--- src/rtl/hamming_top_module.sv ---
// ============================================================================
// Module      : hamming_top_module
// Description : Serial Hamming(7,4) codeword receiver with syndrome-based
//               error detection (detect only, no correction).
// Revision    : 1.0 - initial release
// ============================================================================
`default_nettype none

module hamming_top_module (
  input  logic        clock,
  input  logic        reset,
  input  logic        dataIncoming,
  input  logic        dataIn,
  input  logic [31:0] clockCount,
  output logic [6:0]  currentData,
  output logic [2:0]  parity,
  output logic        errorFound,
  output logic        done
);

  localparam logic [1:0] S_IDLE    = 2'd0;
  localparam logic [1:0] S_RECEIVE = 2'd1;
  localparam logic [1:0] S_CHECK   = 2'd2;
  localparam logic [1:0] S_DONE    = 2'd3;

  localparam logic [31:0] C_CODE_LEN = 32'd7;

  logic [1:0] r_state;
  logic [6:0] r_data;
  logic [2:0] r_parity;
  logic       r_error;
  logic       r_done;

  logic       w_index_ok;
  logic       w_bit_valid;
  logic [6:0] w_bit_mask;
  logic [6:0] w_bit_value;
  logic [2:0] w_syndrome;

  // Out-of-range indices produce an all-zero mask, so the bit is simply dropped.
  assign w_index_ok  = (clockCount < C_CODE_LEN);
  assign w_bit_valid = dataIncoming & w_index_ok;

  always_comb begin
    w_bit_mask = 7'd0;
    if (w_index_ok) begin
      w_bit_mask = 7'b000_0001 << clockCount[2:0];
    end
  end

  assign w_bit_value = {7{dataIn}} & w_bit_mask;

  assign w_syndrome[0] = r_data[0] ^ r_data[2] ^ r_data[4] ^ r_data[5];
  assign w_syndrome[1] = r_data[1] ^ r_data[2] ^ r_data[5] ^ r_data[6];
  assign w_syndrome[2] = r_data[3] ^ r_data[4] ^ r_data[5] ^ r_data[6];

  always_ff @(posedge clock) begin
    if (reset) begin
      r_state  <= S_IDLE;
      r_data   <= 7'd0;
      r_parity <= 3'd0;
      r_error  <= 1'b0;
      r_done   <= 1'b0;
    end else begin
      case (r_state)
        S_IDLE, S_DONE: begin
          // A new frame starts only on a bit that is actually captured.
          if (w_bit_valid) begin
            r_data   <= w_bit_value;
            r_parity <= 3'd0;
            r_error  <= 1'b0;
            r_done   <= 1'b0;
            r_state  <= S_RECEIVE;
          end
        end
        S_RECEIVE: begin
          if (dataIncoming) begin
            r_data <= (r_data & ~w_bit_mask) | w_bit_value;
          end else begin
            r_state <= S_CHECK;
          end
        end
        S_CHECK: begin
          r_parity <= w_syndrome;
          r_error  <= |w_syndrome;
          r_done   <= 1'b1;
          r_state  <= S_DONE;
        end
        default: begin
          r_state <= S_IDLE;
        end
      endcase
    end
  end

  assign currentData = r_data;
  assign parity      = r_parity;
  assign errorFound  = r_error;
  assign done        = r_done;

endmodule

`default_nettype wire

--- config.mk ---
export PLATFORM = sky130hd
export DESIGN_NAME = hamming_top_module
export DESIGN_NICKNAME = d
export VERILOG_FILES = /design/src/rtl/hamming_top_module.sv
export SDC_FILE = /design/constraint.sdc
export NUM_CORES = 1
export LEC_CHECK = 0
export ABC_AREA = 1
export CORE_MARGIN = 2
export CORE_UTILIZATION = 35
export CTS_CLUSTER_SIZE = 25
export DETAILED_ROUTE_END_ITERATION = 7
export PLACE_DENSITY = 0.74
export SLEW_MARGIN = 20
export SYNTH_ARGS = -nofsm -noshare
export SYNTH_HDL_FRONTEND = slang
export SYNTH_SLANG_ARGS = --single-unit
--- constraint.sdc ---
create_clock -name clock -period 3.2 [get_ports clock]
set_input_delay 0.48 -clock clock [delete_from_list [all_inputs] [get_ports clock]]
set_output_delay 0.48 -clock clock [all_outputs]
set_load 0.02 [all_outputs]
==> key figures, run 1 <==
Outcome
  – Run status: complete, no violations

Floorplanning
  – Die ar.: 3790 µm²
  – Core box area: 3103 µm²
  – # IOs: 48
  – Rows: 20
  – Initial core utilization: 37.38%
  – Die Ht: 61.57 µm
  – Die width: 61.57 µm

Timing
  – Actual slew at the worst max-slew pin: 823.8 ps
  – Fin crit period: 2088 ps
  – PnR worst setup slack: 1112 ps
  – RSZ-0062 raised after global routing: no
  – Fmax: 478.9 MHz
  – Final Hold Fails: 0
  – Layout Skew: 3.809 ps
  – Part of the cycle the worst path needs: 65.25%
  – Max-slew violations: 0
  – Max-slew headroom: 44.71%
  – Final setup viols: 0
  – Post-Route Setup TNS: 0 ps

Drt
  – DR vias: 1220
  – DR WL/cell: 10.04 µm
  – Via density: 4.569
  – Drt first-iter violations: 18
  – Post-route DRC: 0
  – ANT nets after route: 0
  – Drt first pass iters: 4
  – Total Routed Length: 2682 µm

Clocking
  – CTS tree: built
  – Clock transition at path regs: 80 ps
  – H-tree Lvls: 1
  – Post-CTS setup buffers: 0
  – Worst skew pair latency: 280 ps
  – CTS Buffer Depth: 2
  – CTS Sinks: 14
  – CTS buffer count: 3
  – Clock root buffer: clkbuf_4
  – Post-CTS resize count: 0
  – Hold_buf cts: 0

Worst setup path
  – CP max stage cell: o21ai_1
  – Critical Path Fanout Max: 14
  – CP Cell Sequence: inv_1 > ha_1 > inv_1 > o21ai_1 > nand3_1 > nand2_1 > a21oi_1
  – CP max stage delay: 650 ps
  – Critical Path Source: r_state[0]$_SDFFE_PP0P_
  – Worst path most repeated cell: inv_1
  – R2R Setup Slk: 1110 ps
  – WS Path Type: register to register
  – R2R cell count: 7
  – WP data required: 3340 ps
  – CP endpoint kind: register
  – Worst r2r src: r_state[0]$_SDFFE_PP0P_
  – Startpoint Class: register
  – Data arrival, critical path: 2230 ps

Global routing
  – Total global-route track usage: 16.08%
  – Pin count of the biggest net entering global routing: 22
  – Total grt overflow: 0
  – Initial antenna violation count: 0
  – First-pass GRT wire length: 4705 µm
  – Vias in the first global route: 1144

Power
  – Logic pwr share: 56.2%
  – Int Power: 0.3673 mW
  – Psw: 0.3096 mW
  – Sequential power share: 29.4%
  – Leakage: 0.6925 nW
  – Switching Fraction: 45.74%
  – Peak supply drop: 353.0 µV
  – Power density over the cells: 406.2 nW/µm²
  – Clk network pwr share: 14.4%

Logic synthesis
  – Post-synthesis sequential area ratio: 24.16%
  – Syn_nets: 218
  – Syn_area_per_cell: 6.480 µm²
  – Syn. warnings: 0
  – Top post-synthesis cells by area: dfxtp_1 24%, nand2_1 13%, nor2_1 8.7%, nand3_1 7.3%, inv_1 7.1%
  – Post-synthesis async set-or-reset flop share: 0%
  – Post-Syn Instances: 179
  – EDFF count, synth: 0
  – Unique cell type count in the Yosys netlist: 29
  – Most used DFF post-synth: dfxtp_1
  – Cell with the most instances after synthesis: nand2_1
  – Synth top cells by count: 40 x nand2_1, 27 x nor2_1, 22 x inv_1
  – Largest area contributor in the netlist: dfxtp_1
  – Yosys top cell area share: 24.16%
  – Mapped cell area: 1160 µm²
  – Number of synthesized register bits: 14

Placed design
  – Post-placement setup slack: 913.5 ps
  – PortBufs: 47
  – DP Wirelength: 2205 µm
  – GPL Wtd Cong: 0.8192

Cells and area
  – Fin util: 53.71%
  – Fin nets: 264
  – Layout fillers: 327
  – Layout cells sized above 1: 7.623%
  – Synth-to-layout area growth: 43.69%
  – Antenna diodes: 0

Min path
  – Min-delay worst type: register to register

Run
  – Max cap viols: 0
[power by group through the flow]
stage / Combinational, mW / Sequential [mW] / Clock, mW
2_1_floorplan: 0.329 / 0.202 / 0
3_3_place_gp: 0.374 / 0.202 / 0
3_5_place_dp: 0.378 / 0.203 / 0
4_1_cts: 0.379 / 0.199 / 0.101
5_1_grt: 0.424 / 0.201 / 0.109
6_report: 0.380 / 0.199 / 0.0976
[cell families (layout without fill, tap and decap cells)]
| family | Yosys count | after routing | synth area share (%) |
|---|---|---|---|
| AO/OA/AOI/OAI | 17 | 17 | 8.846 |
| buffers and inverters | 29 | 73 | 11.00 |
| AND/OR/NAND/NOR | 107 | 107 | 45.96 |
| adder cells (fa/ha/maj) | 3 | 3 | 3.237 |
| XOR/XNOR | 9 | 9 | 6.796 |
| flip-flops | 14 | 14 | 24.16 |
[critical path: cells and delay by family, from the launching register on]
kind                       cells  cell delay [ps]
AOI/OAI and AO/OA              2              720
adders and majority gates      1              420
DFF                            1              400
and+or+nand+nor                2              270
buffers and inverters          2              150
[layer usage]
metal | vias to the layer above | track usage [%] | part of all wire (%)
li1 | 664 | - | -
met1 | 525 | 20.58 | 47
met2 | 29 | 27.97 | 47
met3 | 2 | 5.042 | 5.5
met4 | 0 | 0.6079 | 0.45
met5 | - | 0 | 0
[area by class of cell]
| class | instances | area (µm²) | share of cell area [%] |
|---|---|---|---|
| repair buffers | 47 | 470.5 | 28.23 |
| multi-input cells | 136 | 752.0 | 45.12 |
| inverters | 23 | 86.33 | 5.180 |
| flip-flops and latches | 14 | 280.3 | 16.82 |
| well taps | 44 | 55.05 | 3.303 |
| clock buffers | 3 | 22.52 | 1.351 |
[placed cells by master (no fill, tap or decap), types with 2 or more instances in the layout]
cell type / Yosys / final
ha_1: 3 / 3
xnor2_1: 5 / 5
dfxtp_1: 14 / 14
nand2_2: 3 / 3
inv_1: 22 / 22
nand2_1: 40 / 40
clkdlybuf4s50_1: 0 / 47
a21oi_1: 13 / 13
nand3_4: 2 / 2
nand4_1: 9 / 9
nand3_1: 17 / 17
xor2_1: 4 / 4
nor2_1: 27 / 27
clkbuf_4: 0 / 3
[stage by stage]
step / hold slack [ps] / std cells / total power [mW] / cell area [µm²]
finish: 464.4 / 267 / 0.6770 / 1667
detailed placement: 454.0 / 264 / 0.5802 / 1644
global placement: 454.5 / 264 / 0.5757 / 1644
floorplan: 449.6 / 179 / 0.5314 / 1160
global route: 479.3 / 267 / 0.7337 / 1667
CTS: 465.9 / 267 / 0.6783 / 1667
[worst min-delay path by stage]
| stage | start | cells after the start | slack [ps] | end |
|---|---|---|---|---|
| after global routing | parity[1]$_SDFFE_PP0P_ | 2 | 480 | parity[1]$_SDFFE_PP0P_ |
| after CTS | parity[2]$_SDFFE_PP0P_ | 2 | 470 | parity[2]$_SDFFE_PP0P_ |
| after global placement | parity[2]$_SDFFE_PP0P_ | 2 | 450 | parity[2]$_SDFFE_PP0P_ |
| after detailed placement | parity[2]$_SDFFE_PP0P_ | 2 | 450 | parity[2]$_SDFFE_PP0P_ |
| after floorplan | r_state[1]$_SDFFE_PP0P_ | 2 | 450 | r_state[1]$_SDFFE_PP0P_ |
| final | parity[2]$_SDFFE_PP0P_ | 2 | 460 | parity[2]$_SDFFE_PP0P_ |
No activity file was read; power rests on OpenSTA's default activity.
==> inputs of run 2 (changes only) <==
- clock period: 3.2 -> 2.1 ns (I/O delays scaled with it)
==> run 2 against run 1 <==
  * Worst hold slack hardly changed
  * Largest power group unchanged
  * Largest cell class unchanged
  * Clock power is 99% higher
  * Flip-flop and latch count stayed put
  * Final cell count is 1.9% higher
  * Routed wire length is 2.2% lower
  * Critical path type is now primary input to register
==> key figures, run 2 (synthesized netlist as in run 1, its figures left out) <==
Timing
  – Final setup viols: 0
  – Worst hold margin: 464.2 ps
  – Post-Route Setup TNS: 0 ps
  – Fmax: 566.3 MHz
  – Max-slew violations: 0
  – Max-slew headroom: 63.05%
  – RSZ-0062 raised after global routing: no
  – Layout Skew: 3.615 ps
  – Fin crit period: 1766 ps
  – Final Hold Fails: 0
  – Part of the cycle the worst path needs: 84.09%
  – Actual slew at the worst max-slew pin: 552.5 ps
  – PnR worst setup slack: 334.0 ps

Drt
  – DR vias: 1262
  – DR WL/cell: 9.647 µm
  – Drt first-iter violations: 22
  – Drt first pass iters: 4
  – Post-route DRC: 0
  – ANT nets after route: 0
  – Via density: 4.640
  – Total Routed Length: 2624 µm

Worst setup path
  – WP data required: 2310 ps
  – Data arrival, critical path: 1970 ps
  – Startpoint Class: primary input
  – WS Path Type: primary input to register
  – Critical Path Fanout Max: 21
  – CP endpoint kind: register

Clocking
  – Hold_buf cts: 0
  – Worst skew pair latency: 280 ps
  – CTS tree: built
  – CTS Buffer Depth: 2
  – H-tree Lvls: 1
  – Post-CTS setup buffers: 0
  – CTS buffer count: 3
  – CTS Sinks: 14
  – Post-CTS resize count: 0
  – Clock transition at path regs: 90 ps
  – Clock root buffer: clkbuf_4

Cells and area
  – Finished Cell Area: 1710 µm²
  – Synth-to-layout area growth: 47.46%
  – Fin util: 55.12%
  – Finished Layout Cells: 272
  – Antenna diodes: 0
  – Layout cells sized above 1: 9.649%
  – Most common cell after layout, fill and taps aside: clkdlybuf4s50_1
  – Commonest cells after routing, fill and taps aside: 47 x clkdlybuf4s50_1, 40 x nand2_1, 27 x nor2_1, 22 x inv_1, 17 x nand3_1
  – Fin nets: 268

Global routing
  – Total grt overflow: 0
  – First-pass GRT wire length: 4554 µm
  – Pin count of the biggest net entering global routing: 22
  – Total global-route track usage: 15.48%
  – Initial antenna violation count: 0
  – Vias in the first global route: 1129

Floorplanning
  – Die ar.: 3790 µm²
  – Die width: 61.57 µm
  – # IOs: 48
  – Rows: 20
  – Initial core utilization: 37.38%
  – Core box area: 3103 µm²
  – Die Ht: 61.57 µm

Placed design
  – PortBufs: 47
  – DP Wirelength: 2134 µm
  – GPL Wtd Cong: 0.8355
  – Placed inst area: 1674 µm²
  – Dpl cells: 268
  – Post-placement setup slack: 64.24 ps

Outcome
  – Run status: complete, no violations

Min path
  – Min-delay worst type: register to register

Power
  – Power density over the cells: 647.5 nW/µm²
  – Peak supply drop: 588.9 µV
  – Leakage: 0.7200 nW
  – Tot Pwr: 1.107 mW

Run
  – Max cap viols: 0
==> run 2: changes by cell type in the layout (fill, tap and decap cells not counted) <==
cell      before  now
buf_4          0    4
clkbuf_8       0    1
==> run 2: area by class of cell <==
cell class                      instances  area [µm²]
Clock buffer                            4       36.28
Multi-Input combinational cell        136       752.0
Tap cell                               44       55.05
Inverter                               23       86.33
Fill cell                             329        1393
Sequential cell                        14       280.3
Timing Repair Buffer                   51       500.5
==> run 2: routing by layer <==
metal  global-route usage [%]  up-vias  share of wire, %  wire length, µm
met1                    19.82      555                47             1241
met2                    26.32       36                47             1244
met5                        0        -                 0                0
met3                    4.622        0               5.3              138
li1                         -      671                 -                -
met4                    2.128        0                 0                0
==> run 2: path summary, 6_finish.rpt <==
kind	from	to	slack [ps]	cells after the start
min	parity[2]$_SDFFE_PP0P_	parity[2]$_SDFFE_PP0P_	460	2
max	clockCount[0]	r_state[0]$_SDFFE_PP0P_	330	11
max reg2reg	r_state[0]$_SDFFE_PP0P_	register	420	7
min reg2reg	parity[2]$_SDFFE_PP0P_	parity[2]$_SDFFE_PP0P_	460	2
==> run 2: report_power, final <==
part | internal [mW] | switching [mW]
Clock | 0.105 | 0.0881
Combinational | 0.232 | 0.381
Sequential | 0.285 | 0.0158
Total | 0.623 | 0.485
==> run 2: critical path, cell delays in order <==
cell and delay, ps:
clkdlybuf4s50_1 450, nand2_1 130, inv_1 60, nand2_2 80, nand3_4 100, nor2_8 140, nand3_4 80, nand2_4 200
nand2_2 90, or2_0 210, a21oi_1 120
==> inputs of run 3 (changes only) <==
- clock period: 2.1 -> 1.81 ns (I/O delays scaled with it)
==> run 3 against run 2 <==
  * Design area increased by 2.6%
  * Combinational power rose by 38%
  * Non-clock buffer count is 6 higher
  * Critical path type is now register to output port
  * Critical endpoint is now currentData[5]
  * Largest cell class unchanged
==> key figures, run 3 (synthesized netlist as in run 1, its figures left out) <==
Min path
  – Min-delay worst type: register to register

Placed design
  – GPL Wtd Cong: 0.8270
  – DP Wirelength: 2230 µm
  – Post-placement setup slack: -107.9 ps
  – PortBufs: 47
  – Dpl cells: 274

Cells and area
  – Layout cells sized above 1: 11.59%
  – Most common cell after layout, fill and taps aside: clkdlybuf4s50_1
  – Finished Layout Cells: 277
  – Commonest cells after routing, fill and taps aside: 47 x clkdlybuf4s50_1, 40 x nand2_1, 27 x nor2_1, 22 x inv_1, 17 x nand3_1
  – Layout fillers: 329
  – Fin nets: 274
  – Antenna diodes: 0
  – Synth-to-layout area growth: 51.24%

Drt
  – Total Routed Length: 2728 µm
  – Drt first-iter violations: 28
  – ANT nets after route: 0
  – Drt first pass iters: 4
  – DR WL/cell: 9.848 µm
  – Post-route DRC: 0
  – Via density: 4.621
  – DR vias: 1280

Timing
  – Final setup viols: 0
  – Part of the cycle the worst path needs: 95.02%
  – Max-slew headroom: 62.82%
  – Max-slew violations: 0
  – Final Hold Fails: 0
  – Fmax: 581.4 MHz
  – PnR worst setup slack: 90.12 ps
  – Layout Skew: 0.9291 ps
  – Actual slew at the worst max-slew pin: 556.0 ps
  – RSZ-0062 raised after global routing: no
  – Fin crit period: 1720 ps

Clocking
  – CTS tree: built
  – CTS buffer count: 3
  – Post-CTS resize count: 0
  – Clock root buffer: clkbuf_4
  – Post-CTS setup buffers: 0
  – Worst skew pair latency: 270 ps
  – Clock transition at path regs: 80 ps
  – H-tree Lvls: 1
  – CTS Buffer Depth: 2
  – Hold_buf cts: 0
  – CTS Sinks: 14

Global routing
  – Initial antenna violation count: 0
  – Vias in the first global route: 1165
  – First-pass GRT wire length: 4719 µm
  – Total global-route track usage: 15.86%
  – Total grt overflow: 0
  – Pin count of the biggest net entering global routing: 18

Power
  – Logic pwr share: 61.9%
  – Leakage: 0.7447 nW
  – Sequential power share: 25.5%
  – Clk network pwr share: 12.6%
  – Psw: 0.5785 mW
  – Tot Pwr: 1.368 mW
  – Int Power: 0.7891 mW
  – Switching Fraction: 42.30%
  – Peak supply drop: 886.7 µV
  – Power density over the cells: 779.6 nW/µm²

Floorplanning
  – Core box area: 3103 µm²
  – Die width: 61.57 µm
  – Initial core utilization: 37.38%
  – Die Ht: 61.57 µm
  – Rows: 20
  – # IOs: 48
  – Die ar.: 3790 µm²

Worst setup path
  – Startpoint Class: register
  – CP max stage cell: clkdlybuf4s50_1
  – CP endpoint kind: output port
  – Worst path bufs/invs: 1
  – CP Cell Sequence: clkdlybuf4s50_1
  – Data arrival, critical path: 1450 ps
  – Top delay family on crit path: buffers and inverters
  – Critical Path Fanout Max: 6
  – WS Path Type: register to output port
  – WP data required: 1540 ps
  – CP max stage delay: 670 ps

Run
  – Max cap viols: 0

Outcome
  – Run status: complete, no violations
==> run 3: cell count changes in the layout (fill, tap and decap cells not counted) <==
cell / delta
buf_4: +5
buf_12: +1
clkbuf_8: -1
==> run 3: final timing paths <==
path / from / endpoint / slack (ps) / cells past startpoint
worst min register to register: done$_SDFFE_PP0P_ / done$_SDFFE_PP0P_ / 460 / 2
worst max register to register: r_state[1]$_SDFFE_PP0P_ / register / 250 / 7
worst min-delay path: done$_SDFFE_PP0P_ / done$_SDFFE_PP0P_ / 460 / 2
worst max-delay path: register / currentData[5] / 90 / 1
==> run 3: area by class of cell <==
| class | instances | area [µm²] | share of cell area (%) |
|---|---|---|---|
| Clock buffer | 3 | 22.52 | 1.284 |
| Inverter | 23 | 86.33 | 4.922 |
| Multi-Input combinational cell | 136 | 752.0 | 42.87 |
| Sequential cell | 14 | 280.3 | 15.98 |
| Tap cell | 44 | 55.05 | 3.138 |
| Timing Repair Buffer | 57 | 558.0 | 31.81 |
==> run 3: metal layers <==
metal  up-vias  part of all wire (%)  wire, µm  global-route usage [%]
met2        21                    48      1317                   27.97
met1       576                    47      1282                   20.81
met5         -                     0         0                       0
met4         0                     0         0                       0
li1        683                     -         -                       -
met3         0                   4.7       128                   3.992
==> run 3: power groups by stage <==
stage	registers [mW]	logic, mW	clock network (mW)
3_3_place_gp	0.355	0.839	0
5_1_grt	0.352	0.936	0.191
6_report	0.348	0.846	0.173
4_1_cts	0.348	0.846	0.177
2_1_floorplan	0.358	0.582	0
3_5_place_dp	0.355	0.845	0
==> run 3: metrics by stage <==
step | hold slack (ps) | setup TNS, ps | util (%) | area, µm²
final | 462.2 | 0 | 56.53 | 1754
after CTS | 466.2 | 0 | 56.53 | 1754
after detailed placement | 453.8 | -1204 | 55.81 | 1732
after global routing | 487.2 | 0 | 56.53 | 1754
after floorplan | 340.6 | 0 | - | 1160
after global placement | 450.6 | -808.7 | 55.81 | 1732
